**src/rtl/lsu_pkg.sv**
```systemverilog
// Shared types for the LSU-to-dcache bridge: size/opcode encodings, FSM states and
// the request queue entry layout.
package lsu_pkg;

  localparam int unsigned LSU_XLEN      = 64;
  localparam int unsigned LSU_VADDR_LEN = 39;

  typedef enum logic [1:0] {
    SIZE_B = 2'd0,
    SIZE_H = 2'd1,
    SIZE_W = 2'd2,
    SIZE_D = 2'd3
  } lsu_size_e;

  typedef enum logic {
    OP_LOAD  = 1'b0,
    OP_STORE = 1'b1
  } lsu_op_e;

  typedef enum logic [2:0] {
    ST_IDLE  = 3'd0,
    ST_REQ   = 3'd1,
    ST_WAIT  = 3'd2,
    ST_RESP  = 3'd3,
    ST_DRAIN = 3'd4
  } lsu_state_e;

  typedef struct packed {
    logic [LSU_VADDR_LEN-1:0] addr;
    logic [LSU_XLEN-1:0]      data;
    lsu_op_e                  op;
    lsu_size_e                size;
  } lsu_entry_t;

endpackage

```
**src/rtl/lsu_req_fifo.sv**
```systemverilog
// Synchronous request FIFO with wrap-bit pointers; flush empties it on the next edge.
module lsu_req_fifo #(
  parameter int WIDTH = 8,
  parameter int DEPTH = 4
) (
  input  logic             clk,
  input  logic             rst,
  input  logic             flush,
  input  logic             push,
  input  logic [WIDTH-1:0] wdata,
  input  logic             pop,
  output logic [WIDTH-1:0] rdata,
  output logic             full,
  output logic             empty
);

  localparam int AW = $clog2(DEPTH);

  logic [WIDTH-1:0] mem [DEPTH];
  logic [AW:0]      wr_ptr;
  logic [AW:0]      rd_ptr;

  always_ff @(posedge clk) begin
    if (rst || flush) begin
      wr_ptr <= '0;
      rd_ptr <= '0;
    end else begin
      if (push && !full)  wr_ptr <= wr_ptr + 1'b1;
      if (pop  && !empty) rd_ptr <= rd_ptr + 1'b1;
    end
  end

  always_ff @(posedge clk) begin
    if (push && !full) mem[wr_ptr[AW-1:0]] <= wdata;
  end

  assign rdata = mem[rd_ptr[AW-1:0]];
  // Same index with differing wrap bits means the pointers are a full lap apart.
  assign full  = (wr_ptr[AW] != rd_ptr[AW]) && (wr_ptr[AW-1:0] == rd_ptr[AW-1:0]);
  assign empty = (wr_ptr == rd_ptr);

endmodule

```
**src/rtl/lsu_dcache_bridge.sv**
```systemverilog
// Bridges LSU byte-granular requests to 8-byte-lane dcache accesses, one outstanding at a time.
// Optional LSU_DCACHE_BRIDGE_BYPASS_EN: idle+empty requests reach the dcache the same cycle.
module lsu_dcache_bridge
  import lsu_pkg::*;
#(
  parameter int XLEN             = 64,
  parameter int VIRTUAL_ADDR_LEN = 39,
  parameter int DEPTH            = 4
) (
  input  logic                        clk,
  input  logic                        rst,
  input  logic                        flush_i,
  input  logic                        lsu_req_valid_i,
  output logic                        lsu_req_ready_o,
  input  logic [VIRTUAL_ADDR_LEN-1:0] lsu_req_addr_i,
  input  logic [XLEN-1:0]             lsu_req_data_i,
  input  logic                        lsu_req_opcode_i,
  input  logic [1:0]                  lsu_req_size_i,
  output logic                        lsu_resp_valid_o,
  input  logic                        lsu_resp_ready_i,
  output logic [XLEN-1:0]             lsu_resp_data_o,
  output logic                        mem_req_valid_o,
  input  logic                        mem_req_ready_i,
  output logic [VIRTUAL_ADDR_LEN-1:0] mem_req_addr_o,
  output logic                        mem_req_we_o,
  output logic [XLEN-1:0]             mem_req_wdata_o,
  output logic [7:0]                  mem_req_wmask_o,
  input  logic                        mem_resp_valid_i,
  input  logic [XLEN-1:0]             mem_resp_rdata_i
);

`ifdef LSU_DCACHE_BRIDGE_BYPASS_EN
  localparam bit BYPASS_EN = 1'b1;
`else
  localparam bit BYPASS_EN = 1'b0;
`endif

  function automatic logic [7:0] lane_mask(input lsu_size_e size, input logic [2:0] off);
    logic [7:0] m;
    case (size)
      SIZE_B:  m = 8'h01;
      SIZE_H:  m = 8'h03;
      SIZE_W:  m = 8'h0F;
      default: m = 8'hFF;
    endcase
    return m << off;
  endfunction

  function automatic logic [XLEN-1:0] align_store(input logic [XLEN-1:0] d,
                                                  input logic [2:0] off);
    return d << {off, 3'b000};
  endfunction

  function automatic logic [XLEN-1:0] extract_load(input logic [XLEN-1:0] r,
                                                   input lsu_size_e size,
                                                   input logic [2:0] off);
    logic [XLEN-1:0] s;
    logic [XLEN-1:0] keep;
    s = r >> {off, 3'b000};
    case (size)
      SIZE_B:  keep = XLEN'(8'hFF);
      SIZE_H:  keep = XLEN'(16'hFFFF);
      SIZE_W:  keep = XLEN'(32'hFFFF_FFFF);
      default: keep = '1;
    endcase
    return s & keep;
  endfunction

  lsu_state_e      state, state_nxt;
  lsu_entry_t      in_entry, head_entry, cur_entry;
  logic            fifo_full, fifo_empty;
  logic            accept, push, pop, byp_sel, mem_fire;
  lsu_op_e         infl_op_p1;
  lsu_size_e       infl_size_p1;
  logic [2:0]      infl_off_p1;
  logic [XLEN-1:0] resp_data_p1;

  assign in_entry.addr = lsu_req_addr_i;
  assign in_entry.data = lsu_req_data_i;
  assign in_entry.op   = lsu_op_e'(lsu_req_opcode_i);
  assign in_entry.size = lsu_size_e'(lsu_req_size_i);

  assign lsu_req_ready_o = !fifo_full && !flush_i;
  assign accept          = lsu_req_valid_i && lsu_req_ready_o;
  assign byp_sel         = BYPASS_EN && (state == ST_IDLE) && fifo_empty && accept;
  // A bypassed request that the dcache does not take immediately still lands in the
  // FIFO, so the REQ state replays the identical payload next cycle.
  assign push            = accept && !(byp_sel && mem_req_ready_i);
  assign pop             = (state == ST_REQ) && mem_req_ready_i;

  lsu_req_fifo #(
    .WIDTH($bits(lsu_entry_t)),
    .DEPTH(DEPTH)
  ) u_fifo (
    .clk  (clk),
    .rst  (rst),
    .flush(flush_i),
    .push (push),
    .wdata(in_entry),
    .pop  (pop),
    .rdata(head_entry),
    .full (fifo_full),
    .empty(fifo_empty)
  );

  // Request stage p0: payload straight from FIFO head (or LSU inputs when bypassing)
  assign cur_entry       = byp_sel ? in_entry : head_entry;
  assign mem_req_valid_o = (state == ST_REQ) || byp_sel;
  assign mem_fire        = mem_req_valid_o && mem_req_ready_i;
  assign mem_req_addr_o  = mem_req_valid_o ?
                           {cur_entry.addr[VIRTUAL_ADDR_LEN-1:3], 3'b000} : '0;
  assign mem_req_we_o    = mem_req_valid_o && (cur_entry.op == OP_STORE);
  assign mem_req_wmask_o = mem_req_we_o ? lane_mask(cur_entry.size, cur_entry.addr[2:0]) : '0;
  assign mem_req_wdata_o = mem_req_we_o ? align_store(cur_entry.data, cur_entry.addr[2:0]) : '0;

  always_comb begin
    state_nxt = state;
    unique case (state)
      ST_IDLE: begin
        if (!flush_i) begin
          if (byp_sel && mem_req_ready_i)  state_nxt = ST_WAIT;
          else if (accept || !fifo_empty)  state_nxt = ST_REQ;
        end
      end
      ST_REQ: begin
        // A flush racing the handshake still leaves a response owed by the dcache.
        if (flush_i)              state_nxt = mem_req_ready_i ? ST_DRAIN : ST_IDLE;
        else if (mem_req_ready_i) state_nxt = ST_WAIT;
      end
      ST_WAIT: begin
        if (mem_resp_valid_i)     state_nxt = flush_i ? ST_IDLE : ST_RESP;
        else if (flush_i)         state_nxt = ST_DRAIN;
      end
      ST_RESP: begin
        if (flush_i || lsu_resp_ready_i) state_nxt = ST_IDLE;
      end
      ST_DRAIN: begin
        if (mem_resp_valid_i)     state_nxt = ST_IDLE;
      end
      default: state_nxt = ST_IDLE;
    endcase
  end

  always_ff @(posedge clk) begin
    if (rst) state <= ST_IDLE;
    else     state <= state_nxt;
  end

  // In-flight stage p1: remember how to format the response for the accepted request
  always_ff @(posedge clk) begin
    if (mem_fire) begin
      infl_op_p1   <= cur_entry.op;
      infl_size_p1 <= cur_entry.size;
      infl_off_p1  <= cur_entry.addr[2:0];
    end
    if ((state == ST_WAIT) && mem_resp_valid_i) begin
      resp_data_p1 <= (infl_op_p1 == OP_STORE) ? '0 :
                      extract_load(mem_resp_rdata_i, infl_size_p1, infl_off_p1);
    end
  end

  assign lsu_resp_valid_o = (state == ST_RESP);
  assign lsu_resp_data_o  = lsu_resp_valid_o ? resp_data_p1 : '0;

endmodule

```
**config.mk**
```make
export PLATFORM = sky130hd
export DESIGN_NAME = lsu_dcache_bridge
export DESIGN_NICKNAME = d
export VERILOG_FILES = /design/src/rtl/lsu_pkg.sv /design/src/rtl/lsu_req_fifo.sv /design/src/rtl/lsu_dcache_bridge.sv
export SDC_FILE = /design/constraint.sdc
export NUM_CORES = 1
export LEC_CHECK = 0
export CORE_MARGIN = 2
export CORE_UTILIZATION = 55
export CTS_BUF_LIST = sky130_fd_sc_hd__clkbuf_8
export CTS_CLUSTER_SIZE = 20
export DETAILED_ROUTE_END_ITERATION = 12
export GPL_ROUTABILITY_DRIVEN = 0
export HOLD_SLACK_MARGIN = 0.08
export MAX_ROUTING_LAYER = met4
export PLACE_DENSITY = 0.85
export SLEW_MARGIN = 20
export SYNTH_ARGS = -nofsm -noshare
export SYNTH_HDL_FRONTEND = slang
export SYNTH_SLANG_ARGS = --single-unit
```
**constraint.sdc**
```tcl
create_clock -name clk -period 5.15 [get_ports clk]
set_input_delay 0.515 -clock clk [delete_from_list [all_inputs] [get_ports clk]]
set_output_delay 0.515 -clock clk [all_outputs]
set_load 0.01 [all_outputs]
```
; Yosys cells after proc, flatten, opt, wreduce, memory -nomap -nowiden
; Memories as Yosys holds them, arrays and structs flattened. A register that Yosys moved wholly into a read port is not among the register bits.
; Cells that the tools add are included.
[op_classes]
n_bitwise = 1
n_shift = 3
n_eq_ne = 17
n_addsub = 2
muxes = 22
n_reduce_logical = 18
[op_table]
columns = operator, count
row1 = 2-to-1 mux 64 bit, 3
row2 = case mux 64 bit (3 select lines), 1
row3 = bitwise AND 64 bit, 1
row4 = << shifter 64 x 6 -> 64 bit, 1
row5 = >> shifter 64 x 6 -> 64 bit, 1
row6 = 2-to-1 mux 39 bit, 1
row7 = 2-to-1 mux 3 bit, 9
row8 = case mux 8 bit (3 select lines), 1
row9 = case mux 3 bit (5 select lines), 1
row10 = logical AND 1 bit, 8
row11 = 2-to-1 mux 8 bit, 1
row12 = << shifter 8 x 3 -> 8 bit, 1
row13 = adder 3 x 1 -> 3 bit (second input constant), 2
row14 = equality test 3 x 2 -> 1 bit (second input constant), 2
row15 = 2-to-1 mux 2 bit, 3
row16 = != test 2 bit (second input constant), 3
row17 = AND reduction 6 bit, 1
row18 = equality test 2 x 1 -> 1 bit (second input constant), 2
row19 = equality test 2 bit (second input constant), 2
row20 = logical NOT 2 bit, 2
row21 = equality test 3 x 1 -> 1 bit (second input constant), 1
row22 = equality test 3 bit, 1
row23 = equality test 3 bit (second input constant), 1
row24 = logical NOT 1 bit, 3
row25 = other kinds (8), 11
[word_totals]
ff_bits = 79
in_bits = 177
output_inout_bits = 179
n_memories = 1
mem_bits_rw = 424
[memory_table]
columns = name, words, word_bits, read_ports, rd_clocked_by_memory_dff, wr, line_no
row1 = u_fifo.mem, 4, 106, 1, 1, 1, lsu_req_fifo.sv:19  ; logic [WIDTH-1:0] mem [DEPTH];

; Depth between registers and ports, before layout
[logic_depth]
word_depth = 9
ltp_mapped = 9

; By module
; A second synthesis with hierarchy kept.
[unflattened]
cells_unflattened = 1443
hier_area_um2 = 22953.3
[modules_own_cells]
columns = mod, cells_each, area_per_inst_um2, instances
row1 = lsu_req_fifo, 622, 15840.2, 1
row2 = lsu_dcache_bridge, 821, 7113.1, 1

; Worst setup path before layout
; Ideal clock, no wire load.
[synth_timing]
path_kind = input to register
from = input port flush_i
to = memory u_fifo.mem[3][0] (netlist bit) (enable)
cell_stages = 3
arrival_ns = 3.581
slack_ns = 1.091
n_path_buf = 1
required_time_ns = 4.671
cell_sequence = clkbuf_1 -> a311oi_2 -> and2_1
[synth_via]
elab_chain_cells = 6
[synth_rtl]
columns = element, line_no
row1 = start: declaration, lsu_dcache_bridge.sv:12  ; input logic flush_i,
row2 = logical NOT 1 bit, n/a
row3 = logical AND 1 bit, lsu_dcache_bridge.sv:83  ; assign lsu_req_ready_o = !fifo_full && !flush_i;
row4 = logical AND 1 bit, lsu_dcache_bridge.sv:84  ; assign accept = lsu_req_valid_i && lsu_req_ready_o;
row5 = logical AND 1 bit, lsu_req_fifo.sv:34  ; if (push && !full) mem[wr_ptr[AW-1:0]] <= wdata;
row6 = 2-to-1 mux 1 bit, lsu_req_fifo.sv:34
row7 = 2-to-1 mux 1 bit (not written as such), lsu_req_fifo.sv:34
row8 = end: declaration, lsu_req_fifo.sv:19
; No other way between the ends.

==> metrics.txt <==
# TYPE chip_impl_metric gauge
chip_impl_metric{name="tns",unit="ns"} 0
chip_impl_metric{name="maxCapViolations",unit=""} 0
chip_impl_info{name="worstHoldPathType",value="input port to flop"} 1
chip_impl_metric{name="remaining_drc_errors",unit=""} 0
chip_impl_metric{name="worst_ep_arrival_time",unit="ns"} 4.28
chip_impl_metric{name="drtPass1Iterations",unit=""} 6
chip_impl_metric{name="synth_register_bits",unit=""} 505
chip_impl_metric{name="global_router_s_overall_resource_usage",unit=""} 0.301
chip_impl_metric{name="post_cts_resize_count",unit=""} 0
chip_impl_metric{name="cts-hold-fix-buffers",unit=""} 0
chip_impl_metric{name="synth-async-reset-ratio",unit=""} 0
chip_impl_metric{name="postPlaceCellArea",unit="mm2"} 0.0265
chip_impl_info{name="synth_top_flop_cell",value="edfxtp_1"} 1
chip_impl_metric{name="fmax",unit="MHz"} 208
chip_impl_info{name="reg2reg_to",value="resp_data_p1[61]$_SDFFCE_PP0P_"} 1
chip_impl_metric{name="crit_fanout",unit=""} 66
chip_impl_metric{name="finalHoldWorstSlack",unit="ns"} 0.467
chip_impl_metric{name="clock_insertion_delay_worst_skew",unit="ns"} 0.69
chip_impl_metric{name="place_hpwl",unit="um"} 41500
chip_impl_metric{name="wire_length_of_the_first_global_routing_pass",unit="um"} 89300
chip_impl_info{name="synthDominantAreaCellType",value="edfxtp_1"} 1
chip_impl_metric{name="hold_viol",unit=""} 0
chip_impl_metric{name="floorplan.io_pins",unit=""} 356
chip_impl_metric{name="power",unit="uW"} 8420
chip_impl_metric{name="synthCells",unit=""} 1304
chip_impl_metric{name="initial_core_util",unit=""} 0.554
chip_impl_metric{name="rows",unit=""} 74
chip_impl_metric{name="nets",unit=""} 1860
chip_impl_metric{name="cts-root-to-sink-buffers",unit=""} 3
chip_impl_metric{name="cts.htree.levels",unit=""} 3
chip_impl_metric{name="floorplan.die.width",unit="um"} 206
chip_impl_metric{name="timing.final.setup_violations",unit=""} 0
chip_impl_info{name="worstSetupStartpointType",value="flop"} 1
chip_impl_metric{name="post_dr_wirelength_cell",unit="um"} 27.3
chip_impl_metric{name="post_synthesis_cell_area",unit="mm2"} 0.0225
chip_impl_metric{name="final_max_slew_viol_count",unit=""} 0
chip_impl_metric{name="fin_skew",unit="ns"} 0.0386
chip_impl_metric{name="reg2regPathDepth",unit=""} 5
chip_impl_metric{name="finalWorstPathRequiredPeriod",unit="ns"} 4.80
chip_impl_metric{name="yosysWarningCount",unit=""} 0
chip_impl_info{name="worst_path_class_setup",value="flop to output port"} 1
chip_impl_info{name="holdCritStartpoint",value="lsu_req_data_i[1]"} 1
chip_impl_metric{name="slew_headroom",unit=""} 0.286
chip_impl_metric{name="clkSlewWorstSetupHoldPaths",unit="ns"} 0.07
chip_impl_metric{name="fill_cells",unit=""} 2527
chip_impl_info{name="worstSetupEndpointType",value="output port"} 1
chip_impl_info{name="post_synth_main_area_contributors",value="edfxtp_1, mux4_2, and2_1"} 1
chip_impl_metric{name="post_route_cells_drive_above_1_share",unit=""} 0.186
chip_impl_metric{name="worst-endpoint-required",unit="ns"} 4.64
chip_impl_metric{name="synth.yosys.seq_area_share",unit=""} 0.670
chip_impl_metric{name="area_growth",unit="%"} 24.5
chip_impl_metric{name="first_iter_violations",unit=""} 1660
chip_impl_metric{name="place.port_buffers",unit=""} 352
chip_impl_metric{name="sum_of_routed_wire_length_over_all_layers",unit="um"} 62300
chip_impl_metric{name="post_drt_via_cell_ratio",unit=""} 6.18
chip_impl_metric{name="detail-route-antenna-nets",unit=""} 0
chip_impl_info{name="ctsRootBufferMaster",value="clkbuf_8"} 1
chip_impl_metric{name="timing.reg2reg.setup_slack",unit="ns"} 1.76
chip_impl_metric{name="count_of_distinct_cell_types_in_the_synthesized_netlist",unit=""} 55
chip_impl_metric{name="post-cts-setup-buffers",unit=""} 0
chip_impl_info{name="status",value="finished, final reports clean"} 1
chip_impl_metric{name="global_route.overflow_total",unit=""} 0
chip_impl_metric{name="chipHeight",unit="um"} 206
chip_impl_metric{name="cellLeakagePower",unit="uW"} 0.00924
chip_impl_info{name="cts_tree",value="yes"} 1
chip_impl_metric{name="synth_top_cell_area_share",unit=""} 0.660
chip_impl_metric{name="first_global_vias",unit=""} 14200
chip_impl_metric{name="peakVddDrop",unit="mV"} 0.292
chip_impl_metric{name="grt_antenna_before_repair",unit=""} 11
chip_impl_info{name="rr_startpoint",value="infl_op_p1$_DFFE_PP_"} 1
chip_impl_metric{name="core_area",unit="mm2"} 0.0406
chip_impl_metric{name="die-area",unit="mm2"} 0.0425
chip_impl_metric{name="count_of_cells_along_the_worst_hold_path",unit=""} 1
chip_impl_metric{name="worst_pin_slew",unit="ns"} 1.07
chip_impl_metric{name="tritoncts.num_buffers",unit=""} 80
chip_impl_metric{name="cts_sink_count",unit=""} 505
chip_impl_metric{name="routed-via-count",unit=""} 14100
chip_impl_info{name="rsz0062_at_grt",value="no"} 1
chip_impl_metric{name="maximum_number_of_pins_on_one_net_before_global_route_repair",unit=""} 67
chip_impl_metric{name="final_design_area_no_fill",unit="mm2"} 0.0280
chip_impl_info{name="holdPathEnd",value="u_fifo.mem[3][4]$_DFFE_PP_"} 1
chip_impl_metric{name="multi_input_area",unit="mm2"} 0.00694
chip_impl_metric{name="layout.area.seq",unit="mm2"} 0.0151
chip_impl_metric{name="share_of_the_cycle_needed_by_the_critical_path_after_routing",unit=""} 0.932
chip_impl_metric{name="synth-edff-count",unit=""} 494
chip_impl_metric{name="syn-mean-instance-area",unit="um2"} 17.2
chip_impl_metric{name="total_power_divided_by_cell_area",unit="mW/mm2"} 301
==> logic make-up (layout without fill, tap and decap cells) <==
family,Yosys count,count (layout),synth area share
adder cells (fa/ha/maj),5,5,0.00278
other,1,15,0.000167
buffers and inverters,97,529,0.0224
flip-flops,505,505,0.670
multiplexers,246,246,0.189
AO/OA/AOI/OAI,124,124,0.0390
AND/OR/NAND/NOR,317,317,0.0734
XOR/XNOR,9,9,0.00351
==> registers in the layout (all words and copies together) (netlist names), named ones only <==
register       count
infl_size_p1       2
u_fifo.mem       424
infl_off_p1        3
state              3
u_fifo.wr_ptr      3
infl_op_p1         1
u_fifo.rd_ptr      3
resp_data_p1      64
==> routing by layer <==
metal | share of wire | wire length, um | vias to the layer above | global-route usage
li1 | - | - | 5954 | -
met3 | 0.12 | 7520 | 158 | 0.0885
met2 | 0.50 | 31200 | 1050 | 0.486
met4 | 0.040 | 2500 | 0 | 0.140
met1 | 0.34 | 21100 | 6931 | 0.350
met5 | 0 | 0 | - | -
==> worst max-delay path, cell delays in order, from the launching register on <==
cell and delay [ns]:
dfxtp_4 0.40, buf_4 0.75, buf_4 0.60, mux4_2 0.44, mux2i_1 0.39, o221ai_1 0.33
clkdlybuf4s50_1 0.59
==> synthesized netlist by cell type, types with 2 or more instances <==
cell and number:
buf_2 36, o221ai_1 31, clkbuf_1 31, nor2b_1 17, o21a_1 3, nand2_1 53, a21oi_1 23, mux2i_1 75
inv_1 7, xor2_1 4, nor3_1 4, nor2_4 2, nand2b_1 2, xnor2_1 5, nor2_2 2, nand3b_1 2
mux2_4 7, nor2_1 89, or2_2 9, nand3_1 3, clkinv_1 2, dfxtp_1 11, buf_4 7, a22oi_1 32
edfxtp_1 494, o21ai_1 8, nand2_2 3, mux4_2 137, a211oi_1 4, and3_1 2, o21ai_0 12, mux2_2 27
nor3_2 3, and2_1 121, ha_1 5, buf_6 9, buf_1 4
==> per-stage QoR <==
| step | setup slack [ns] | util | instances |
|---|---|---|---|
| 2_1_floorplan | 1.09 | - | 1306 |
| 3_3_place_gp | 1.17 | 0.652 | 2128 |
| 3_5_place_dp | 1.16 | 0.652 | 2128 |
| 4_1_cts | 0.432 | 0.689 | 2270 |
| 5_1_grt | 0.265 | 0.690 | 2280 |
| 6_report | 0.351 | 0.690 | 2282 |
==> power by group <==
part | internal (uW) | total (uW) | switching (uW)
Combinational | 300 | 602 | 302
Sequential | 4570 | 4580 | 18.3
Clock | 1630 | 3240 | 1610
Total | 6490 | 8420 | 1930
==> worst max path at each step <==
stage                 start                          to  slack [ns]  cells after the start
floorplan           flush_i  u_fifo.mem[3][0]$_DFFE_PP_        1.09                      3
global placement       flop         mem_req_wdata_o[45]        1.17                      6
detailed placement     flop         mem_req_wdata_o[45]        1.16                      6
CTS                    flop         mem_req_wdata_o[45]        0.43                      6
global route           flop         mem_req_wdata_o[61]        0.26                      6
finish                 flop         mem_req_wdata_o[61]        0.35                      6
==> layout by cell type, fill, tap and decap left out, types with 4 or more instances in the layout <==
cell type        count
nand2_1             53
mux2_4               7
nor2_1              89
nor2b_1             17
dfxtp_1              9
ha_1                 5
clkinv_1            22
mux4_2             136
mux2i_1             75
or2_2                9
o221ai_1            31
edfxtp_1           494
and2_4               4
nor3_1               4
o21ai_1              8
xnor2_1              5
clkdlybuf4s50_1    352
a21oi_1             23
xor2_1               4
mux2_2              27
diode_2             12
o21ai_0             12
a211oi_1             4
clkbuf_8            80
inv_1               30
and2_1             117
a22oi_1             32
buf_4               22
clkinv_2             9
==> area by class of cell <==
type	count	share of cell area
antenna	12	0.00107
clock buffer	80	0.0394
tap	532	0.0238
timing repair buffer	377	0.134
clock inverter	62	0.0140
inverter	10	0.00134
multi-input combinational	704	0.248
sequential	505	0.538
Note: power is estimated with default switching activity, not from simulation.
